`src/rtl/logic_unit_pipe.sv`:
```
// rtl/logic_unit_pipe.sv - bitwise logic unit with one output register plus one skid register
module logic_unit_pipe #(
    parameter int WIDTH = 64,
    parameter int TAG_W = 5
) (
    input  logic             clk,
    input  logic             rst,
    input  logic             in_valid,
    output logic             in_ready,
    input  logic [2:0]       in_op,
    input  logic [WIDTH-1:0] in_a,
    input  logic [WIDTH-1:0] in_b,
    input  logic [TAG_W-1:0] in_tag,
    output logic             out_valid,
    input  logic             out_ready,
    output logic [WIDTH-1:0] out_data,
    output logic [TAG_W-1:0] out_tag,
    output logic             out_zero,
    output logic             out_ones
);

    logic [WIDTH-1:0] res;
    logic             res_zero;
    logic             res_ones;

    always_comb begin
        res = '0;
        unique case (in_op)
            3'd0: res = in_a & in_b;
            3'd1: res = in_a | in_b;
            3'd2: res = in_a ^ in_b;
            3'd3: res = ~(in_a | in_b);
            3'd4: res = ~(in_a & in_b);
            3'd5: res = ~(in_a ^ in_b);
            3'd6: res = in_a & ~in_b;
            3'd7: res = in_a | ~in_b;
            default: res = '0;
        endcase
    end

    // Flags come from the unregistered result so they are ready alongside it.
    assign res_zero = ~|res;
    assign res_ones = &res;

    logic             or_full;
    logic [WIDTH-1:0] or_data;
    logic [TAG_W-1:0] or_tag;
    logic             or_zero;
    logic             or_ones;

    logic             sk_full;
    logic [WIDTH-1:0] sk_data;
    logic [TAG_W-1:0] sk_tag;
    logic             sk_zero;
    logic             sk_ones;

    logic in_fire;
    logic out_fire;

    assign in_ready  = ~sk_full & ~rst;
    assign in_fire   = in_valid & in_ready;
    assign out_fire  = or_full & out_ready;

    assign out_valid = or_full;
    assign out_data  = or_data;
    assign out_tag   = or_tag;
    assign out_zero  = or_zero;
    assign out_ones  = or_ones;

    always_ff @(posedge clk) begin
        if (rst) begin
            or_full <= 1'b0;
            or_data <= '0;
            or_tag  <= '0;
            or_zero <= 1'b0;
            or_ones <= 1'b0;
            sk_full <= 1'b0;
            sk_data <= '0;
            sk_tag  <= '0;
            sk_zero <= 1'b0;
            sk_ones <= 1'b0;
        end else if (out_fire) begin
            if (sk_full) begin
                // in_ready is low while the skid is full, so no new bundle competes here.
                or_data <= sk_data;
                or_tag  <= sk_tag;
                or_zero <= sk_zero;
                or_ones <= sk_ones;
                sk_full <= 1'b0;
            end else if (in_fire) begin
                or_data <= res;
                or_tag  <= in_tag;
                or_zero <= res_zero;
                or_ones <= res_ones;
            end else begin
                or_full <= 1'b0;
            end
        end else if (in_fire) begin
            if (!or_full) begin
                or_full <= 1'b1;
                or_data <= res;
                or_tag  <= in_tag;
                or_zero <= res_zero;
                or_ones <= res_ones;
            end else begin
                sk_full <= 1'b1;
                sk_data <= res;
                sk_tag  <= in_tag;
                sk_zero <= res_zero;
                sk_ones <= res_ones;
            end
        end
    end

endmodule
```
`config.mk`:
```
export PLATFORM = sky130hd
export DESIGN_NAME = logic_unit_pipe
export DESIGN_NICKNAME = d
export VERILOG_FILES = /design/src/rtl/logic_unit_pipe.sv
export SDC_FILE = /design/constraint.sdc
export NUM_CORES = 1
export LEC_CHECK = 0
export CAP_MARGIN = 20
export CORE_ASPECT_RATIO = 0.7
export CORE_MARGIN = 2
export CORE_UTILIZATION = 49
export DETAILED_ROUTE_END_ITERATION = 6
export MAX_ROUTING_LAYER = met4
export PLACE_DENSITY = 0.76
export SETUP_SLACK_MARGIN = 0.02
export SLEW_MARGIN = 10
export SYNTH_ARGS = -nofsm -noshare
export SYNTH_HDL_FRONTEND = slang
export SYNTH_SLANG_ARGS = --single-unit
```
`constraint.sdc`:
```
create_clock -name clk -period 2.35 [get_ports clk]
set_input_delay 0.3525 -clock clk [delete_from_list [all_inputs] [get_ports clk]]
set_output_delay 0.3525 -clock clk [all_outputs]
set_load 0.005 [all_outputs]
```
==> implementation parameters, run 1 <==
Parameter                              Value

Global routing
  Total congestion overflow after global routing ... 0
  Number of antenna violations at the first check in global routing ... 0
  Global-route wire length before repair ... 81.4 mm
  Global-route usage over all layers ... 34.3%
  Via count of the first global-routing pass ... 15500
  Pin count of the biggest net entering global routing ... 77

Routing
  Mean number of vias per cell ... 5.76
  Detailed-route via count ... 16000
  Post-route DRC ... 0
  Number of detailed-routing iterations run before antenna repair ... 6
  Number of antenna-violating nets in the routed design ... 0
  Total wire length ... 52.8 mm
  Average detailed-routed wire length per instance ... 19.0 um
  Number of DRC markers in iteration 0 ... 1662

Power
  Power share of the sequential group ... 30.3%
  Net Switching ... 2.95 mW
  Overall power consumption ... 8.59 mW
  Static power due to leakage ... 9.67 nW
  Logic gate share of total power ... 40.7%
  P per Cell Area ... 403 nW/um^2
  IR drop worst, VDD ... 0.495 mV
  Pint ... 5.65 mW
  Switching power as a share of total power ... 34.3%
  Clk pwr share ... 29.0%

Synthesis
  #FFs+latches synth ... 144
  Most instantiated cells after synthesis ... 262 x nor2_1, 257 x ha_1, 179 x nand2_1
  Async set or reset register ratio after synthesis ... 0%
  Synthesis warning total ... 0
  Syn_area_per_cell ... 7.63 sq um
  Sequential cell area fraction in the yosys report ... 20.3%
  Number of synthesized flops with an enable pin ... 0
  Post-synth top flop ... dfxtp_1
  Post-synthesis instance area ... 14200 sq um
  Cell types with the largest area share after synthesis ... ha_1 23%, dfxtp_1 20%, nor2_1 6.9%, a211oi_1 5.7%, a21oi_1 5.5%
  Post-synthesis cell type count ... 69
  Synthesized Nets ... 2260
  Fraction of post-synthesis cell area in the top cell type by area ... 22.6%
  Most frequent cell after synthesis ... nor2_1
  Number of instances in the synthesized netlist ... 1863
  Synth area leader ... ha_1

Worst setup path
  Worst path cell trace ... buf_2 > nand2b_1 > buf_4 > o32ai_1 > a221oi_1 > buf_4 > nand4_1 > or4b_1 > and4b_1 > a41o_1
  Data arrival time at the worst-slack endpoint ... 2.84 ns
  Cell with the largest stage delay on the worst path ... or4b_1
  Slowest stage delay, CP ... 0.55 ns
  Worst setup slack for register-to-register paths ... 0.14 ns
  Critical path class ... in2reg
  Maximum fanout encountered on the critical timing path ... 6
  Top cell family by delay on the critical path ... simple AND/OR/NAND/NOR gates
  Element type at the critical path start ... input pin
  Most common cell on crit path ... buf_4
  Number of buffers and inverters on the critical path ... 3
  Required time worst endpoint ... 2.72 ns
  Category of the worst setup path capture point ... register

STA
  Share of the clock period used by the worst path after layout ... 105%
  Number of slew-limit violations in the final report ... 0
  Unrepaired setup endpoints after global routing ... true
  Highest clock frequency the design can meet ... 0.405 GHz
  Slew headroom ... 49.6%
  Worst-case hold slack ... 0.365 ns
  Minimum clock period after layout ... 2.47 ns
  Final number of setup-violating endpoints ... 3
  Slew at the pin closest to its max-slew limit ... 0.757 ns
  Final worst setup slack ... -0.122 ns
  Final Hold Violating Endpoints ... 0
  Post-Route Skew ... 0.00850 ns

Die
  Core area ... 28700 sq um
  Area of the die ... 30400 sq um
  Effective utilization at floorplan ... 49.5%
  Die height ... 147 um
  Die boundary width ... 208 um
  Standard-cell row count ... 52
  I/O Pins ... 213

CTS
  Maximum root-to-sink buffer count ... 2
  Clock-pin slew of the registers on the worst-case setup and hold paths ... 0.07 ns
  Total number of H-tree levels ... 4
  Number of CTS-inserted buffers ... 17
  Clock tree from TritonCTS ... built
  CTS sink cnt ... 144
  Clock latency on the worst-skew pair ... 0.43 ns
  Root buffer cell ... clkbuf_16

Placement
  Placed Area ... 19400 sq um
  Setup WS pre-CTS ... -1.06 ns
  DP Wirelength ... 39.0 mm
  Count of input and output buffers ... 212
  Routability Congestion ... 0.932

Layout
  Area of all placed cells without fillers ... 21300 sq um
  Total inserted antenna cells ... 0
  Area delta synth->final ... 49.8%
  Post-layout net count ... 2781
  Share of cells above drive strength 1 ... 29.6%
  Final core occ ... 74.2%

Min path
  Min-Delay Path Class ... in2reg

Run status
  Outcome ... finished with violations
  Violations in the final reports ... negative setup slack

Run
  Max-capacitance violation count ... 0
[flip-flops by register name, summed over array words and instances, names as in the netlist]
signal / flops
out_tag: 5
sk_full: 1
out_valid: 1
sk_ones: 1
out_zero: 1
sk_tag: 5
sk_data: 64
sk_zero: 1
out_data: 64
out_ones: 1
[path summary, 6_finish.rpt]
path,from,to,depth (start not counted)
max,in_op[2],out_zero,10
min,rst,sk_data[38],3
max reg2reg,sk_full,out_data[60],10
min reg2reg,sk_tag[4],sk_tag[4],2
[layout by cell type, fill, tap and decap left out, drive strengths merged, types with 4 or more instances in the layout]
| master | count |
|---|---|
| a211oi | 108 |
| a21boi | 8 |
| a21o | 6 |
| a21oi | 155 |
| a221oi | 11 |
| a311oi | 12 |
| a31oi | 21 |
| a32oi | 6 |
| and2 | 7 |
| and3 | 4 |
| buf | 438 |
| clkbuf | 27 |
| clkdlybuf4s50 | 114 |
| clkinvlp | 7 |
| dfxtp | 144 |
| dlygate4sd2 | 65 |
| dlymetal6s2s | 10 |
| ha | 257 |
| inv | 160 |
| mux2 | 12 |
| mux2i | 33 |
| mux4 | 23 |
| nand2 | 179 |
| nand2b | 20 |
| nand3 | 16 |
| nand4 | 16 |
| nor2 | 262 |
| nor2b | 23 |
| nor3 | 14 |
| nor4 | 14 |
| o211ai | 25 |
| o21a | 5 |
| o21ai | 82 |
| o21bai | 5 |
| o22ai | 25 |
| o31ai | 4 |
| o32ai | 5 |
| or2 | 23 |
| or4 | 4 |
[power by group through the flow]
stage	combinational [mW]	clock (mW)	sequential (mW)
floorplan	1.40	0	2.64
detailed placement	3.02	0	2.65
global placement	2.93	0	2.65
CTS	3.29	2.51	2.60
finish	3.49	2.49	2.61
global route	3.73	2.62	2.62
[through the flow]
stage | TNS, ns | std cells
detailed placement | -24.12 | 2714
finish | -0.269 | 2774
global route | -0.565 | 2774
global placement | -19.88 | 2714
CTS | -0.263 | 2765
floorplan | -0.0710 | 1863
[area by class of cell]
type,count,area (sq um)
Inverter,158,601
Fill cell,2094,7390
Sequential cell,144,2880
Timing Repair Buffer,638,5640
Clock inverter,11,83.8
Multi-Input combinational cell,1425,11200
Clock buffer,20,457
Tap cell,378,473
[metal layers]
layer  part of all wire, %  up-vias  track usage, %
met2                    46      756            55.8
met5                     0        -               -
met1                    41     7547            42.7
li1                      -     7527               -
met4                   4.1        0            14.1
met3                   8.2      152            5.38
[repair_timing]
action | CTS | global route
pin swaps | 75 | 40
endpoints found under the hold margin | 0 | 0
setup buffers | 17 | 9
hold buffers | 0 | 0
gates resized for setup | 303 | 95
cloned | 5 | 0
endpoints found under the setup margin | 12 | 32
[worst register-to-register path, cell delays in order (launching register included)]
cell      delay (ns)
dfxtp_2         0.37
nor2_2          0.15
and2_1          0.17
inv_1           0.06
ha_1            0.22
nor2_2          0.21
o21ai_4         0.18
buf_12          0.22
a211oi_4        0.39
a21oi_1         0.07
nor2_1          0.10
[kinds of logic (layout without fill, tap and decap cells)]
| kind of cell | count (synthesis) | count (layout) | share of synthesized area (%) |
|---|---|---|---|
| multiplexers | 68 | 68 | 6.92 |
| AND/OR/NAND/NOR | 594 | 594 | 18.4 |
| AO/OA/AOI/OAI | 506 | 506 | 22.8 |
| buffers and inverters | 294 | 827 | 9.01 |
| flip-flops | 144 | 144 | 20.3 |
| adder cells (fa/ha/maj) | 257 | 257 | 22.6 |
(Power assumes the default switching activity.)
==> run 2, diff against run 1 <==
ABC_AREA = 1   (was unset)
CORE_UTILIZATION = 51   (was 49)
PLACE_DENSITY = 0.79   (was 0.76)
==> implementation parameters, run 2 <==
Parameter                              Value

Synthesis
  Synthesis warning total ... 0
  Number of instances in the synthesized netlist ... 2342
  Async set or reset register ratio after synthesis ... 0%
  Post-synth top flop ... dfxtp_1
  Most instantiated cells after synthesis ... 404 x nor2_1, 377 x nand2_1, 344 x inv_1
  Sequential cell area fraction in the yosys report ... 19.7%
  Number of synthesized flops with an enable pin ... 0
  Most frequent cell after synthesis ... nor2_1
  Post-synthesis instance area ... 14600 sq um
  #FFs+latches synth ... 144
  Synthesized Nets ... 2739
  Fraction of post-synthesis cell area in the top cell type by area ... 22.0%
  Post-synthesis cell type count ... 24
  Syn_area_per_cell ... 6.25 sq um
  Cell types with the largest area share after synthesis ... ha_1 22%, dfxtp_1 20%, nor2_1 10%, nand2_1 9.7%, inv_1 8.8%
  Synth area leader ... ha_1

Power
  P per Cell Area ... 412 nW/um^2
  Static power due to leakage ... 11.2 nW
  Net Switching ... 2.80 mW
  Clk pwr share ... 33.5%
  Logic gate share of total power ... 36.2%
  Switching power as a share of total power ... 32.2%
  Pint ... 5.88 mW
  Power share of the sequential group ... 30.3%
  Overall power consumption ... 8.67 mW
  IR drop worst, VDD ... 0.514 mV

Run status
  Outcome ... finished with violations
  Violations in the final reports ... design-rule violations

Global routing
  Total congestion overflow after global routing ... 0
  Pin count of the biggest net entering global routing ... 104
  Via count of the first global-routing pass ... 17200
  Number of antenna violations at the first check in global routing ... 2
  Global-route usage over all layers ... 35.0%
  Global-route wire length before repair ... 83.3 mm

STA
  Final worst setup slack ... 0.0324 ns
  Minimum clock period after layout ... 2.32 ns
  Slew headroom ... 62.8%
  Setup Total Neg Slack ... 0 ns
  Post-Route Skew ... 0.00749 ns
  Slew at the pin closest to its max-slew limit ... 0.558 ns
  Unrepaired setup endpoints after global routing ... true
  Share of the clock period used by the worst path after layout ... 98.6%
  Worst-case hold slack ... 0.487 ns
  Highest clock frequency the design can meet ... 0.431 GHz
  Final number of setup-violating endpoints ... 0
  Number of slew-limit violations in the final report ... 0
  Final Hold Violating Endpoints ... 0

CTS
  Number of CTS-inserted buffers ... 17
  Cts hold-fix bufs ... 0
  Clock-pin slew of the registers on the worst-case setup and hold paths ... 0.06 ns
  Total number of H-tree levels ... 4
  Clock tree from TritonCTS ... built
  Maximum root-to-sink buffer count ... 2
  Root buffer cell ... clkbuf_16
  CTS sink cnt ... 144
  Clock latency on the worst-skew pair ... 0.42 ns

Routing
  Post-route DRC ... 1
  Number of DRC markers in iteration 0 ... 1895
  Mean number of vias per cell ... 5.52
  Number of antenna-violating nets in the routed design ... 0
  Number of detailed-routing iterations run before antenna repair ... 7
  Average detailed-routed wire length per instance ... 16.7 um
  Detailed-route via count ... 17700
  Total wire length ... 53.5 mm

Die
  Standard-cell row count ... 51
  Die boundary width ... 207 um
  I/O Pins ... 213
  Core area ... 28000 sq um
  Effective utilization at floorplan ... 52.3%
  Die height ... 146 um
  Area of the die ... 30100 sq um

Layout
  Area of all placed cells without fillers ... 21100 sq um
  Share of cells above drive strength 1 ... 17.9%
  Leading cell type in the layout, fill and taps excluded ... nor2_1
  Leading cell types in the layout, fill and taps excluded ... 380 x nor2_1, 375 x nand2_1, 357 x buf_4
  Filler Cells Inserted ... 2066
  Area delta synth->final ... 43.8%
  Post-layout net count ... 3217

Worst setup path
  Required time worst endpoint ... 2.69 ns
  Element type at the critical path start ... input pin
  Data arrival time at the worst-slack endpoint ... 2.66 ns
  Critical path class ... in2reg
  Category of the worst setup path capture point ... register
  Maximum fanout encountered on the critical timing path ... 2

Placement
  Count of input and output buffers ... 212
  Placed Area ... 19900 sq um
  Routability Congestion ... 0.957
  DP Wirelength ... 38.8 mm
  Setup WS pre-CTS ... -0.398 ns

Min path
  Min-Delay Path Class ... reg2reg

Run
  Max-capacitance violation count ... 0
-- run 2: cells by family (layout without fill, tap and decap cells) --
group	count (synthesis)	after routing	synth area share (%)
AO/OA/AOI/OAI	379	379	13.0
adder cells (fa/ha/maj)	257	257	22.0
buffers and inverters	494	984	13.3
flip-flops	144	144	19.7
other	0	2	0
AND/OR/NAND/NOR	1068	1068	32.1
-- run 2: worst max-delay path: stages --
cell             delay (ns)
clkdlybuf4s50_1        0.51
inv_1                  0.09
ha_1                   0.28
inv_1                  0.05
nand2_1                0.08
o21ai_0                0.10
nor2_1                 0.13
nand3_2                0.14
buf_4                  0.17
nor2_1                 0.13
nand2_1                0.07
nor2_1                 0.09
nand2_1                0.07
nor2_2                 0.10
nand2_1                0.07
nand2_1                0.06
nand2_1                0.05
a21oi_1                0.12
-- run 2: power by group through the flow --
stage / logic (mW) / clock network (mW) / registers [mW]
after floorplan: 1.28 / 0 / 2.66
after global placement: 2.84 / 0 / 2.67
after detailed placement: 2.94 / 0 / 2.68
after CTS: 2.97 / 2.90 / 2.63
after global routing: 3.41 / 3.01 / 2.64
final: 3.14 / 2.90 / 2.63
-- run 2: timing repair --
action | in CTS | in global routing
buffers inserted | 0 | 9
resized for setup | 1 | 120
endpoints found under the setup margin | 1 | 3
pin swaps | 0 | 43
-- run 2: final timing paths --
kind	startpoint	depth (start not counted)	endpoint	slack, ns
setup / recovery	in_a[24]	18	out_zero	0.03
hold / removal	sk_tag[3]	2	out_tag[3]	0.49
setup reg to reg	sk_full	9	out_data[43]	0.49
hold reg to reg	sk_tag[3]	2	out_tag[3]	0.49
-- run 2: area by class of cell --
class / instances / area (sq um) / share of cell area, %
multi-input combinational: 1704 / 10200 / 48.3
timing repair buffer: 605 / 5600 / 26.6
sequential: 144 / 2880 / 13.7
inverter: 348 / 1310 / 6.20
clock buffer: 21 / 470 / 2.23
tap: 371 / 464 / 2.20
clock inverter: 10 / 159 / 0.755
antenna: 2 / 5.00 / 0.0238
-- run 2: per-layer routing --
layer  part of all wire [%]  up-vias  routed length [um]  GRT usage [%]
met1                     41     8117               21700           42.2
li1                       -     8397                   -              -
met4                    4.2        0                2240           16.8
met5                      0        -                   0              -
met3                    8.9      180                4780           5.42
met2                     46     1001               24800           56.7
-- run 2: metrics by stage --
step | instances | utilization [%]
3_3_place_gp | 3167 | 71.1
2_1_floorplan | 2342 | -
3_5_place_dp | 3167 | 71.1
6_report | 3205 | 75.2
5_1_grt | 3205 | 75.2
4_1_cts | 3198 | 73.4
==> run 3, diff against run 2 <==
CORE_UTILIZATION = 52   (was 51)
CTS_BUF_LIST = sky130_fd_sc_hd__clkbuf_4   (was unset)
PLACE_DENSITY = 0.8   (was 0.79)
==> implementation parameters, run 3 (synthesis gave the netlist of run 2 again) <==
Parameter                              Value

CTS
  Total number of H-tree levels ... 4
  Clock-pin slew of the registers on the worst-case setup and hold paths ... 0.13 ns
  CTS sink cnt ... 144
  Setup Fix Bufs, Post-CTS ... 0
  Number of CTS-inserted buffers ... 17
  Clock tree from TritonCTS ... built
  Clock latency on the worst-skew pair ... 0.56 ns
  Root buffer cell ... clkbuf_4
  Maximum root-to-sink buffer count ... 2

STA
  Setup Total Neg Slack ... 0 ns
  Minimum clock period after layout ... 2.17 ns
  Slew headroom ... 60.7%
  Highest clock frequency the design can meet ... 0.461 GHz
  Post-Route Skew ... 0.0217 ns
  Final Hold Violating Endpoints ... 0
  Final number of setup-violating endpoints ... 0
  Worst-case hold slack ... 0.404 ns
  Unrepaired setup endpoints after global routing ... false
  Slew at the pin closest to its max-slew limit ... 0.589 ns
  Share of the clock period used by the worst path after layout ... 92.4%
  Number of slew-limit violations in the final report ... 0

Placement
  Count of input and output buffers ... 212
  Routability Congestion ... 0.896
  DP Wirelength ... 37.6 mm

Routing
  Detailed-route via count ... 17300
  Number of antenna-violating nets in the routed design ... 0
  Average detailed-routed wire length per instance ... 16.2 um
  Total wire length ... 51.0 mm
  Post-route DRC ... 0
  Number of detailed-routing iterations run before antenna repair ... 6
  Number of DRC markers in iteration 0 ... 1681
  Mean number of vias per cell ... 5.49

Power
  Static power due to leakage ... 10.2 nW
  P per Cell Area ... 367 nW/um^2
  Overall power consumption ... 7.28 mW
  IR drop worst, VDD ... 0.263 mV

Worst setup path
  Maximum fanout encountered on the critical timing path ... 3
  Data arrival time at the worst-slack endpoint ... 2.68 ns
  Element type at the critical path start ... input pin
  Worst setup slack for register-to-register paths ... 0.41 ns
  Required time worst endpoint ... 2.86 ns
  Critical path class ... in2reg
  Category of the worst setup path capture point ... register

Die
  Standard-cell row count ... 51
  Effective utilization at floorplan ... 52.8%
  I/O Pins ... 213
  Die boundary width ... 205 um
  Core area ... 27800 sq um
  Die height ... 144 um
  Area of the die ... 29500 sq um

Layout
  Leading cell type in the layout, fill and taps excluded ... nor2_1
  Final core occ ... 71.5%
  Share of cells above drive strength 1 ... 14.1%
  Area delta synth->final ... 35.5%
  Filler Cells Inserted ... 2290
  Post-layout net count ... 3167
  Leading cell types in the layout, fill and taps excluded ... 401 x nor2_1, 376 x nand2_1, 342 x inv_1

Global routing
  Via count of the first global-routing pass ... 17000
  Global-route wire length before repair ... 82.0 mm
  Number of antenna violations at the first check in global routing ... 2
  Total congestion overflow after global routing ... 0
  Pin count of the biggest net entering global routing ... 129
  Global-route usage over all layers ... 35.2%

Min path
  Min-Delay Path Class ... in2reg

Run
  Max-capacitance violation count ... 0

Run status
  Outcome ... finished, final reports clean
-- run 3: path summary, 6_finish.rpt --
path	startpoint	end	depth (start not counted)
setup / recovery	in_a[43]	out_zero	18
hold / removal	in_tag[2]	out_tag[2]	3
hold reg to reg	out_ones	out_ones	2
setup reg to reg	sk_full	out_data[34]	8
-- run 3: layout make-up --
cell class | instances | area [sq um] | share of cell area [%]
Sequential cell | 144 | 2880 | 14.5
Tap cell | 371 | 464 | 2.34
Multi-Input combinational cell | 1704 | 9850 | 49.6
Clock buffer | 17 | 128 | 0.643
Timing Repair Buffer | 555 | 5030 | 25.3
Inverter | 348 | 1310 | 6.58
Antenna cell | 2 | 5.00 | 0.0252
Clock inverter | 15 | 179 | 0.902
-- run 3: worst max-delay path: stages --
cell             delay [ns]
clkdlybuf4s50_1        0.54
inv_1                  0.09
ha_1                   0.30
inv_1                  0.04
nand2_1                0.05
nand2_1                0.05
nor2_1                 0.10
nand3_1                0.16
buf_4                  0.19
nor2_1                 0.08
nand2_1                0.06
nor2_1                 0.09
nand2_1                0.13
nor2_1                 0.14
nand2_1                0.09
nand2_1                0.07
nand2_1                0.06
a21oi_1                0.11
-- run 3: stage by stage --
| stage | instance area (sq um) | cells | setup WS, ns |
|---|---|---|---|
| finish | 19800 | 3156 | 0.179 |
| global route | 19800 | 3156 | 0.00506 |
| CTS | 19800 | 3154 | 0.234 |
| detailed placement | 19500 | 3122 | -0.357 |
| global placement | 19500 | 3122 | -0.319 |
| floorplan | 14600 | 2342 | 0.315 |
-- run 3: report_power, final --
part           internal (mW)  switching (mW)
logic                   1.36            1.59
clock network          0.747           0.971
registers               2.55          0.0691
-- run 3: what timing repair did --
action,in CTS,in global routing
resized for setup,0,5
endpoints found under the setup margin,0,1
hold buffers,0,0
-- run 3: metal layers --
metal | part of all wire [%] | wire (um) | vias to the layer above | GRT usage, %
li1 | - | - | 8293 | -
met1 | 40 | 20300 | 7921 | 41.7
met2 | 47 | 23800 | 936 | 58.9
met3 | 9.4 | 4790 | 182 | 5.84
met4 | 4.1 | 2110 | 0 | 16.5
met5 | 0 | 0 | - | -
